[src/rtl/execute_stage.sv]
// execute_stage: EX stage of the five-stage pipeline.
//   Picks forwarded operands, runs the ALU, and updates the {C,N,Z} condition codes.
//   Registers the result and destination number for the execute/memory register.
//   Optional MUL support is built when EX_MUL_EN is defined. It is an iterative unsigned
//   shift-add multiplier that raises stall_out while it runs. Without EX_MUL_EN, MUL acts as
//   NOP and stall_out/mul_hi_out are tied to 0.
// Ports:
//   clk, reset (sync, active-high), en (stage enable), flush (squash, beats en)
//   valid_in, alu_op, reg_dst_num_in      instruction from decode/execute register
//   src1_value, src2_value, imm_value     operands; use_imm replaces B after forwarding
//   fwd_sel_1/2, em_fwd_value, mw_fwd_value  forwarding selects and sources
//   result_out, mul_hi_out, reg_dst_out, valid_out  registered stage outputs
//   ccr_out {C,N,Z}, stall_out (multiplier busy)
module execute_stage #(
  parameter int unsigned DATA_W   = 16,
  parameter int unsigned MUL_ITER = 16
) (
  input  logic              clk,
  input  logic              reset,
  input  logic              en,
  input  logic              flush,
  input  logic              valid_in,
  input  logic [3:0]        alu_op,
  input  logic [2:0]        reg_dst_num_in,
  input  logic [DATA_W-1:0] src1_value,
  input  logic [DATA_W-1:0] src2_value,
  input  logic [DATA_W-1:0] imm_value,
  input  logic              use_imm,
  input  logic [1:0]        fwd_sel_1,
  input  logic [1:0]        fwd_sel_2,
  input  logic [DATA_W-1:0] em_fwd_value,
  input  logic [DATA_W-1:0] mw_fwd_value,
  output logic [DATA_W-1:0] result_out,
  output logic [DATA_W-1:0] mul_hi_out,
  output logic [2:0]        reg_dst_out,
  output logic              valid_out,
  output logic [2:0]        ccr_out,
  output logic              stall_out
);

  localparam logic [3:0] OpMov  = 4'd1;
  localparam logic [3:0] OpAdd  = 4'd2;
  localparam logic [3:0] OpSub  = 4'd3;
  localparam logic [3:0] OpAnd  = 4'd4;
  localparam logic [3:0] OpOr   = 4'd5;
  localparam logic [3:0] OpNot  = 4'd6;
  localparam logic [3:0] OpInc  = 4'd7;
  localparam logic [3:0] OpDec  = 4'd8;
  localparam logic [3:0] OpShl  = 4'd9;
  localparam logic [3:0] OpShr  = 4'd10;
  localparam logic [3:0] OpSetc = 4'd11;
  localparam logic [3:0] OpClrc = 4'd12;

  // The shift-add loop produces a full product only with one iteration per operand bit.
  if (MUL_ITER != DATA_W) begin : g_mul_iter_check
    $error("MUL_ITER must equal DATA_W");
  end

  logic [DATA_W-1:0] result_q;
  logic [2:0]        dst_q;
  logic              valid_q;
  logic [2:0]        ccr_q;
  logic [2:0]        ccr_d;

  logic [DATA_W-1:0] op_a;
  logic [DATA_W-1:0] op_b;
  logic [DATA_W-1:0] alu_res;
  logic [DATA_W:0]   wide;
  logic [3:0]        shamt;
  logic              alu_c;
  logic              upd_zn;
  logic              upd_c;
  logic              take_alu;

  // Operand selection: forwarding first, then the immediate overrides B.
  always_comb begin
    unique case (fwd_sel_1)
      2'd1:    op_a = em_fwd_value;
      2'd2:    op_a = mw_fwd_value;
      default: op_a = src1_value;
    endcase
    unique case (fwd_sel_2)
      2'd1:    op_b = em_fwd_value;
      2'd2:    op_b = mw_fwd_value;
      default: op_b = src2_value;
    endcase
    if (use_imm) op_b = imm_value;
  end

  always_comb begin
    alu_res = '0;
    alu_c   = 1'b0;
    upd_zn  = 1'b0;
    upd_c   = 1'b0;
    wide    = '0;
    shamt   = op_b[3:0];
    case (alu_op)
      OpMov: alu_res = op_b;
      OpAdd: begin
        wide    = {1'b0, op_a} + {1'b0, op_b};
        alu_res = wide[DATA_W-1:0];
        alu_c   = wide[DATA_W];
        upd_zn  = 1'b1;
        upd_c   = 1'b1;
      end
      OpSub: begin
        // Bit DATA_W of the widened difference is the unsigned borrow.
        wide    = {1'b0, op_a} - {1'b0, op_b};
        alu_res = wide[DATA_W-1:0];
        alu_c   = wide[DATA_W];
        upd_zn  = 1'b1;
        upd_c   = 1'b1;
      end
      OpAnd: begin
        alu_res = op_a & op_b;
        upd_zn  = 1'b1;
      end
      OpOr: begin
        alu_res = op_a | op_b;
        upd_zn  = 1'b1;
      end
      OpNot: begin
        alu_res = ~op_a;
        upd_zn  = 1'b1;
      end
      OpInc: begin
        wide    = {1'b0, op_a} + (DATA_W+1)'(1);
        alu_res = wide[DATA_W-1:0];
        alu_c   = wide[DATA_W];
        upd_zn  = 1'b1;
        upd_c   = 1'b1;
      end
      OpDec: begin
        wide    = {1'b0, op_a} - (DATA_W+1)'(1);
        alu_res = wide[DATA_W-1:0];
        alu_c   = wide[DATA_W];
        upd_zn  = 1'b1;
        upd_c   = 1'b1;
      end
      OpShl: begin
        upd_zn = 1'b1;
        if (shamt == 4'd0) begin
          alu_res = op_a;
        end else begin
          // The last bit shifted out lands in the extra top bit.
          wide    = {1'b0, op_a} << shamt;
          alu_res = wide[DATA_W-1:0];
          alu_c   = wide[DATA_W];
          upd_c   = 1'b1;
        end
      end
      OpShr: begin
        upd_zn = 1'b1;
        if (shamt == 4'd0) begin
          alu_res = op_a;
        end else begin
          wide    = {op_a, 1'b0} >> shamt;
          alu_res = wide[DATA_W:1];
          alu_c   = wide[0];
          upd_c   = 1'b1;
        end
      end
      OpSetc: begin
        alu_c = 1'b1;
        upd_c = 1'b1;
      end
      OpClrc: begin
        alu_c = 1'b0;
        upd_c = 1'b1;
      end
      default: alu_res = '0;
    endcase
    ccr_d[2] = upd_c  ? alu_c                 : ccr_q[2];
    ccr_d[1] = upd_zn ? alu_res[DATA_W-1]     : ccr_q[1];
    ccr_d[0] = upd_zn ? (alu_res == '0)       : ccr_q[0];
  end

`ifdef EX_MUL_EN
  localparam logic [3:0]  OpMul = 4'd13;
  localparam int unsigned CntW  = $clog2(MUL_ITER + 1);

  typedef enum logic [0:0] {StIdle, StBusy} state_e;

  state_e              state_q;
  logic [DATA_W-1:0]   mul_hi_q;
  logic                stall_q;
  logic [CntW-1:0]     cnt_q;
  logic [DATA_W-1:0]   acc_hi_q;
  logic [DATA_W-1:0]   acc_lo_q;
  logic [DATA_W-1:0]   mcand_q;
  logic [DATA_W:0]     step_sum;
  logic [2*DATA_W-1:0] prod_d;

  // acc_lo_q starts as the multiplier and fills with product bits as it shifts right.
  always_comb begin
    step_sum = {1'b0, acc_hi_q};
    if (acc_lo_q[0]) step_sum = {1'b0, acc_hi_q} + {1'b0, mcand_q};
    prod_d   = {step_sum, acc_lo_q[DATA_W-1:1]};
    take_alu = (state_q == StIdle) && !(valid_in && alu_op == OpMul);
  end

  assign mul_hi_out = mul_hi_q;
  assign stall_out  = stall_q;
`else
  assign take_alu   = 1'b1;
  assign mul_hi_out = '0;
  assign stall_out  = 1'b0;
`endif

  always_ff @(posedge clk) begin
    if (reset) begin
      result_q <= '0;
      dst_q    <= '0;
      valid_q  <= 1'b0;
      ccr_q    <= '0;
`ifdef EX_MUL_EN
      state_q  <= StIdle;
      mul_hi_q <= '0;
      stall_q  <= 1'b0;
      cnt_q    <= '0;
      acc_hi_q <= '0;
      acc_lo_q <= '0;
      mcand_q  <= '0;
`endif
    end else if (flush) begin
      valid_q <= 1'b0;
`ifdef EX_MUL_EN
      state_q <= StIdle;
      stall_q <= 1'b0;
`endif
    end else if (en) begin
      if (take_alu) begin
        valid_q <= valid_in;
        if (valid_in) begin
          result_q <= alu_res;
          dst_q    <= reg_dst_num_in;
          ccr_q    <= ccr_d;
`ifdef EX_MUL_EN
          mul_hi_q <= '0;
`endif
        end
      end
`ifdef EX_MUL_EN
      else if (state_q == StBusy) begin
        acc_hi_q <= prod_d[2*DATA_W-1:DATA_W];
        acc_lo_q <= prod_d[DATA_W-1:0];
        cnt_q    <= cnt_q + CntW'(1);
        if (cnt_q == CntW'(MUL_ITER - 1)) begin
          result_q <= prod_d[DATA_W-1:0];
          mul_hi_q <= prod_d[2*DATA_W-1:DATA_W];
          valid_q  <= 1'b1;
          stall_q  <= 1'b0;
          state_q  <= StIdle;
          ccr_q[1] <= prod_d[2*DATA_W-1];
          ccr_q[0] <= (prod_d == '0);
        end
      end else begin
        // MUL accepted in idle.
        acc_hi_q <= '0;
        acc_lo_q <= op_a;
        mcand_q  <= op_b;
        dst_q    <= reg_dst_num_in;
        cnt_q    <= '0;
        valid_q  <= 1'b0;
        stall_q  <= 1'b1;
        state_q  <= StBusy;
      end
`endif
    end
  end

  assign result_out  = result_q;
  assign reg_dst_out = dst_q;
  assign valid_out   = valid_q;
  assign ccr_out     = ccr_q;

endmodule

[config.mk]
export PLATFORM = sky130hd
export DESIGN_NAME = execute_stage
export DESIGN_NICKNAME = d
export VERILOG_FILES = /design/src/rtl/execute_stage.sv
export SDC_FILE = /design/constraint.sdc
export NUM_CORES = 1
export LEC_CHECK = 0
export BUFFER_PORTS_ARGS = -buffer_cell sky130_fd_sc_hd__buf_2
export CAP_MARGIN = 20
export CORE_MARGIN = 3
export CORE_UTILIZATION = 45
export DETAILED_ROUTE_END_ITERATION = 7
export HOLD_SLACK_MARGIN = 0.08
export MAX_ROUTING_LAYER = met4
export PLACE_DENSITY = 0.67
export SETUP_SLACK_MARGIN = 0.3
export SLEW_MARGIN = 20
export SYNTH_ARGS = -nofsm -noshare
export SYNTH_HDL_FRONTEND = slang
export SYNTH_SLANG_ARGS = --single-unit
[constraint.sdc]
create_clock -name clk -period 13.4 [get_ports clk]
set_input_delay 1.34 -clock clk [delete_from_list [all_inputs] [get_ports clk]]
set_output_delay 1.34 -clock clk [all_outputs]
set_load 0.01 [all_outputs]
---- Yosys cells after proc, flatten, opt, wreduce, memory -nomap -nowiden ----
Cells that the tools add are included.
storage, ports and cells
  register bits after elaboration ......... 23
  bits of input ports ..................... 97
  output and inout port bits .............. 40
  word-level logic and storage cells ...... 52
cells by class
  $add $sub $neg .......................... 4
  equal/unequal tests ..................... 16
  shift-type cells ........................ 2
  multiplexer cells ....................... 12
  bitwise logic cells ..................... 4
  reduce and logical (&&, ||, !) cells .... 9
operators with widths
  operator                 number
  $pmux W16 S10            1
  $pmux W16 S2             2
  $mux W16                 3
  $eq A4 B4 Y1 const B     5
  $add A16 B1 Y17 const B  1
  $add A16 B16 Y17         1
  $shl A16 B4 Y17          1
  $shr A17 B4 Y17          1
  $sub A16 B1 Y17 const B  1
  $sub A16 B16 Y17         1
  $and A16 B16 Y16         1
  $eq A4 B3 Y1 const B     4
  $logic_not A16 Y1        1
  $not A16 Y16             1
  $or A16 B16 Y16          1
  $reduce_or A9 Y1         1
  $eq A4 B2 Y1 const B     2
  $reduce_and A4 Y1        2
  $pmux W1 S7              1
  $reduce_or A6 Y1         1
  $eq A2 B1 Y1 const B     2
  $eq A2 B2 Y1 const B     2
  $eq A4 B1 Y1 const B     1
  $logic_not A4 Y1         1
  5 further kinds          9

---- Depth between registers and ports, before layout ----
Gate-level depths: netlist of the first run.
  depth in word-level cells ............... 7
  mapped depth ............................ 22
  gate-level depth less buffers ........... 18

---- Worst setup path before layout of the first run ----
OpenSTA, ideal clock, no wires.
  path kind ............................... in2reg
  start ................................... input fwd_sel_2[0]
  end ..................................... register ccr_q[0] (netlist: ccr_out[0])
  arrival time ............................ 5.830 ns
  required time ........................... 13.304 ns
  path slack .............................. 7.474 ns
  stages .................................. 20
  buffers on the path ..................... 4
  cells stage by stage .................... inv_1 ha_1 buf_2 nor3b_2 a221oi_4 buf_4 buf_2 buf_1 ha_1 inv_1 fa_1 nor4b_1 nand3_1 o221a_2 o21ai_1 nor4_1 or3_2 a211oi_1 nand4_1 o41ai_2
on the way
  cells in the longest elaborated chain, start to end .. 7
RTL lines
  item                                                                      RTL line  text
  start: declaration                                                        30        input logic [1:0] fwd_sel_2,
  $eq A2 B2 Y1 / $eq A2 B1 Y1 (equally long branches)                       82        unique case (fwd_sel_2)
  $pmux W16 S2 (*)                                                          82
  $mux W16 (*)                                                              87        if (use_imm) op_b = imm_value;
  parallel branches: the longest is 2 deep, another holds $sub A16 B16 Y17  --
  $pmux W16 S10 (*)                                                         97        case (alu_op)
  $logic_not A16 Y1 (*)                                                     175       ccr_d[0] = upd_zn ? (alu_res == '0) : ccr_q[0];
  end signal: assignment                                                    237       ccr_q <= ccr_d;
  end: declaration                                                          62        logic [2:0] ccr_q;
Every way passes the cells marked *.
A chain may end at the register's enable or synchronous reset.

---- Worst setup path in the final report of the first run ----
Ends and elaborated chain as after synthesis.

==> metrics.yaml, run 1 <==
p_int_uw: 288
core_area_sq_um: 16200
die_y_microns: 136
crit_path_max_fanout: 40
vias: 9120
worstHoldStart: "reg_dst_out[0]"
yosysWarnings: 0
nNetsFinal: 1266
fillCellCount: 1685
pre_cts_ws_ns: 6.73
min_path_type: "reg2reg"
drc_errors: 0
postSynthAreaPerCell_sq_um: 7.12
start_kind: "input pin"
clkPwrFrac_pct: 9.6
wire_per_inst_microns: 24.1
crit_path_end_kind: "flop"
path_cells: "buf_2 -> inv_1 -> ha_1 -> nor2_1 -> a221oi_4 -> buf_4 -> inv_6 -> fa_1 -> nor4b_1 -> nand3_1 -> o221a_2 -> o21ai_1 -> nor4_1 -> or3_2 -> a211oi_1 -> nand4_1 -> o41ai_2"
maxSlewViolCount: 0
hold_buffers: 0
drtPass1Iterations: 8
cts.sinks: 23
combinationalPowerShare_pct: 79.3
start_util_pct: 46.8
async_flop_share_pct: 0
drtAntennaViolNets: 0
grt_usage_pct: 34.1
port-buffer-count: 119
fin_crit_sh_pct: 48.7
cts_resized: 0
yosysUniqueCellTypes: 105
met1_usage_pct: 46.1
setup_viol: 0
use_met3_pct: 4.27
drive_above_1_share_pct: 19.1
seq_area_sq_um: 460
pwr-share-seq_pct: 11.1
fin_crit_ns: 6.52
grtUsageMet2_pct: 50.6
clock-root-buffer: "clkbuf_16"
dp_hpwl_microns: 24200
grt_pass1_wl_microns: 48100
path_class: "in2reg"
fin_ws_ns: 6.88
synth_edf_count: 0
htreeDepth: 1
cts_buffers: 3
p_per_area_nw_per_um2: 82.3
gp_congestion: 1.08
cp_data_required_time_ns: 13.56
die_area_sq_um: 18400
io-pin-count: 137
critPathTopFamily: "simple AND/OR/NAND/NOR gates"
rows: 46
maxCapViolations: 0
ir_drop_v: 0.0000720
fin_util_pct: 49.7
cts_tree: "done"
p_total_uw: 661
top_usage_layer: "met2"
drtIter0Drc: 1328
worst_pin_slew_ns: 1.06
startpoint: "fwd_sel_2[0]"
die_w_microns: 136
path_buf_inv: 4
routed_via_density: 6.86
outcome: "complete, no violations"
drt_wl_total_microns: 32000
antenna_found_initial: 0
clock_skew_ns: 0
ys_ff_latch: 23
swShare_pct: 56.5
globalRoute.totalOverflow: 0
relSlewSlack_pct: 29.0
fmax_mhz: 153
ys.flop_type: "dfxtp_1"
post_cts_buffers: 0
cts.path.max_buffers: 2
clock_latency_ns: 0.25
crit_path_max_incr_delay_ns: 0.79
syn_inst: 1063
insertedDiodeCount: 0
cp.arrival_ns: 6.68
hold_ws_ns: 0.457
multi_input_area_sq_um: 6300
ys_seq_area_share_pct: 6.08
rsz0062_at_grt: "false"
leakagePower_nw: 3.23
r2r_start: "result_out[5]"
crit_slowest_cell: "ha_1"
hold_viol_final: 0
grt_max_degree: 42
area_delta_synth_final_pct: 6.13
syn_area_sq_um: 7570
clk_pin_slew_ns: 0.06
grt_pass1_vias: 8264
setup-tns-final_ns: 0
p_sw_uw: 373
-- registers in the layout, indices dropped and copies added, names as in the netlist --
name and flops:
reg_dst_out 3, ccr_out 3, result_out 16, valid_out 1
-- final timing paths --
kind                                       end  slack (ns)  depth (start not counted)
worst max-delay path                ccr_out[0]        6.88                         17
worst min-delay path            reg_dst_out[0]        0.46                          2
worst max register to register   result_out[5]       12.67                          2
worst min register to register  reg_dst_out[0]        0.46                          2
-- Yosys cell counts, types with 12 or more instances --
cell type	number	share of area [%]
a211oi_1	35	3.5
a21oi_1	68	4.5
a221oi_1	20	2.3
a22oi_1	14	1.4
a31oi_1	12	0.99
buf_2	13	0.86
buf_4	20	2.0
buf_6	13	1.9
clkbuf_1	40	2.0
dfxtp_1	23	6.1
ha_1	53	8.8
inv_1	44	2.2
mux2i_1	44	5.8
nand2_1	91	4.5
nand2b_1	16	1.3
nand3_1	29	1.9
nand4_1	13	1.1
nor2_1	101	5.0
nor2b_1	24	2.0
nor3_1	38	2.5
o211ai_1	13	1.3
o21ai_0	50	3.3
o221ai_1	12	1.4
o22ai_1	20	1.7
xnor2_1	13	1.5
-- power by group through the flow --
stage	clock, mW	combinational [mW]	sequential, mW
floorplan	0	0.373	0.0762
global placement	0	0.504	0.0747
detailed placement	0	0.503	0.0747
global route	0.0676	0.558	0.0735
finish	0.0635	0.524	0.0732
CTS	0.0646	0.505	0.0732
-- cells in the final DEF, fill, tap and decap left out, types with 8 or more instances in the layout --
cell type  synthesis  routed
nor3_1            38      38
nand2_1           91      91
o221ai_1          12      12
buf_2             13     119
o31ai_1            9       9
o211ai_1          13      13
nand4_1           13      13
a211oi_1          35      35
inv_2              8       8
buf_4             20      11
ha_1              53      53
inv_1             44      44
nor4_1            11      11
a311oi_1          11      11
nand3_1           29      29
a31oi_1           12      12
xnor2_1           13      13
o22ai_1           20      20
a21oi_1           68      68
nand2b_1          16      16
nor2b_1           24      24
o21ai_0           50      50
a221oi_1          20      20
nor2_1           101     100
conb_1             1      17
dfxtp_1           23      23
mux2i_1           44      44
a22oi_1           14      14
-- through the flow --
stage	area (sq um)	instances
2_1_floorplan	7630	1079
3_3_place_gp	7950	1324
3_5_place_dp	7950	1324
4_1_cts	8030	1328
5_1_grt	8040	1329
6_report	8040	1329
-- layer usage --
metal | part of all wire [%] | up-vias
li1 | - | 4100
met1 | 40 | 4201
met3 | 12 | 130
met5 | 0 | -
met2 | 42 | 689
met4 | 5.7 | 0
-- cells by family (layout without fill, tap and decap cells) --
kind of cell | after synthesis | after routing | share of synthesized area (%)
AND/OR/NAND/NOR | 382 | 382 | 25.9
flip-flops | 23 | 23 | 6.08
other | 1 | 17 | 0.0495
multiplexers | 48 | 48 | 6.71
buffers and inverters | 160 | 194 | 11.7
adder cells (fa/ha/maj) | 55 | 55 | 9.29
XOR/XNOR | 18 | 18 | 2.43
AO/OA/AOI/OAI | 376 | 376 | 37.8
-- worst register-to-register path, delay by kind of cell, from the launching register on --
kind            cells  cell delay, ns
flops               1            0.32
simple gates        1            0.06
compound gates      1            0.25
-- layout make-up --
| type | instances | share of cell area, % |
|---|---|---|
| clock buffers | 3 | 0.934 |
| clock inverters | 1 | 0.0623 |
| inverters | 59 | 2.97 |
| multi-input cells | 896 | 78.4 |
| flip-flops and latches | 23 | 5.73 |
| well taps | 216 | 3.36 |
| repair buffers | 131 | 8.58 |
(Power assumes the default switching activity.)
==> run 2: changes to the inputs <==
==> constraint.sdc (replaced) <==
create_clock -name clk -period 6.5 [get_ports clk]
set_input_delay 0.65 -clock clk [delete_from_list [all_inputs] [get_ports clk]]
set_output_delay 0.65 -clock clk [all_outputs]
set_load 0.01 [all_outputs]
==> run 2 against run 1 <==
Net effect:
- routed wire length rose by 3.6%
- core utilization rose by 0.60 points
- via count barely moved
- clock skew did not move
- count of clock-buffer cells in the layout rose by 1
- worst hold slack got worse by 0.0066 ns
- final cell count rose by 0.98%
- largest cell class unchanged
- first-iteration DRC count rose by 5.9%
- global-route usage rose by 1.1 points
==> metrics.yaml, run 2 (same netlist as run 1, synthesis figures left out) <==
outcome: "complete, no violations"
leakagePower_nw: 3.29
final_cell_area_sq_um: 8130
drc_errors: 0
min_path_type: "reg2reg"
crit_path_end_kind: "flop"
core_area_sq_um: 16200
io-pin-count: 137
fin_crit_ns: 5.51
cts_tree: "done"
p_per_area_nw_per_um2: 170
hold_buffers: 0
clk_pin_slew_ns: 0.06
path_cells: "buf_2 -> inv_1 -> ha_1 -> a21oi_1 -> o21ai_0 -> ha_1 -> or4_1 -> nor4_1 -> a2bb2oi_1 -> a31oi_1 -> o22ai_1 -> nor4b_1 -> a2111oi_1 -> o21ai_1 -> nand4b_1 -> o41ai_2"
rsz0062_at_grt: "false"
cts_buffers: 3
htreeDepth: 1
largest_register_ffs: 16
worst_pin_slew_ns: 0.927
pre_cts_ws_ns: 0.898
fin_ws_ns: 0.990
grt_pass1_wl_microns: 48900
area_delta_synth_final_pct: 7.40
start_kind: "input pin"
setup-tns-final_ns: 0
relSlewSlack_pct: 38.0
cts.sinks: 23
rows: 46
cts_resized: 0
drt_wl_total_microns: 33100
clock_skew_ns: 0
ir_drop_v: 0.000118
clock-root-buffer: "clkbuf_16"
wire_per_inst_microns: 24.7
clock_latency_ns: 0.25
drtIter0Drc: 1406
fin_crit_sh_pct: 84.8
fmax_mhz: 181
routed_via_density: 6.80
die_y_microns: 136
critPathTopFamily: "compound AO/OA/AOI/OAI gates"
die_area_sq_um: 18400
drtPass1Iterations: 7
path_common_cell: "ha_1"
final_cell_mix: "buf_2, nor2_1, nand2_1"
globalRoute.totalOverflow: 0
vias: 9125
path_buf_inv: 2
crit_path_max_fanout: 30
crit_slowest_cell: "ha_1"
maxSlewViolCount: 0
gp_congestion: 1.05
antenna_found_initial: 0
cp_data_required_time_ns: 6.65
dpl_cell_area_sq_um: 8050
final_common_cell: "buf_2"
insertedDiodeCount: 0
drtAntennaViolNets: 0
nNetsFinal: 1279
die_w_microns: 136
dp_hpwl_microns: 25500
setup_viol: 0
grt_max_degree: 41
path_class: "in2reg"
grt_usage_pct: 35.2
start_util_pct: 46.8
cts.path.max_buffers: 2
hold_viol_final: 0
post_cts_buffers: 0
p_total_mw: 1.39
port-buffer-count: 119
cp.arrival_ns: 5.66
maxCapViolations: 0
drive_above_1_share_pct: 20.1
crit_path_max_incr_delay_ns: 0.84
grt_pass1_vias: 8227
## run 2: final cells by class
class                   count  area (sq um)
well taps                 216           270
clock buffers               4          78.8
repair buffers            144           783
multi-input cells         896          6300
flip-flops and latches     23           460
inverters                  59           239
fillers                  1677          8040
## run 2: final timing paths
kind	start	end	slack (ns)	depth (start not counted)
setup reg to reg	result_out[12]	result_out[12]	5.76	2
hold reg to reg	result_out[6]	result_out[6]	0.45	2
hold / removal	result_out[6]	result_out[6]	0.45	2
setup / recovery	fwd_sel_2[0]	ccr_out[0]	0.99	16
## run 2: worst min-delay path, delay by kind of cell, from the launching register on
family,cells,cell delay (ns)
compound gates,1,0.05
simple gates,1,0.05
flops,1,0.30
## run 2: routing by layer
layer	wire, microns	vias to the layer above	track usage, %
met1	13400	4214	47.1
li1	-	4128	-
met3	3840	125	5.20
met5	0	-	-
met4	1810	0	15.8
met2	14100	658	52.4
## run 2: metrics by stage
| step | hold WS [ns] | instances | util [%] |
|---|---|---|---|
| 6_report | 0.450 | 1342 | 50.3 |
| 5_1_grt | 0.472 | 1342 | 50.3 |
| 4_1_cts | 0.452 | 1342 | 50.3 |
| 3_5_place_dp | 0.444 | 1338 | 49.8 |
| 3_3_place_gp | 0.440 | 1338 | 49.8 |
| 2_1_floorplan | 0.481 | 1079 | - |
## run 2: power breakdown
part	leakage, nW	switching (mW)	internal (mW)
clock	0.0382	0.0469	0.0836
combinational	3.07	0.729	0.375
sequential	0.188	0.00345	0.148
total	3.29	0.780	0.606
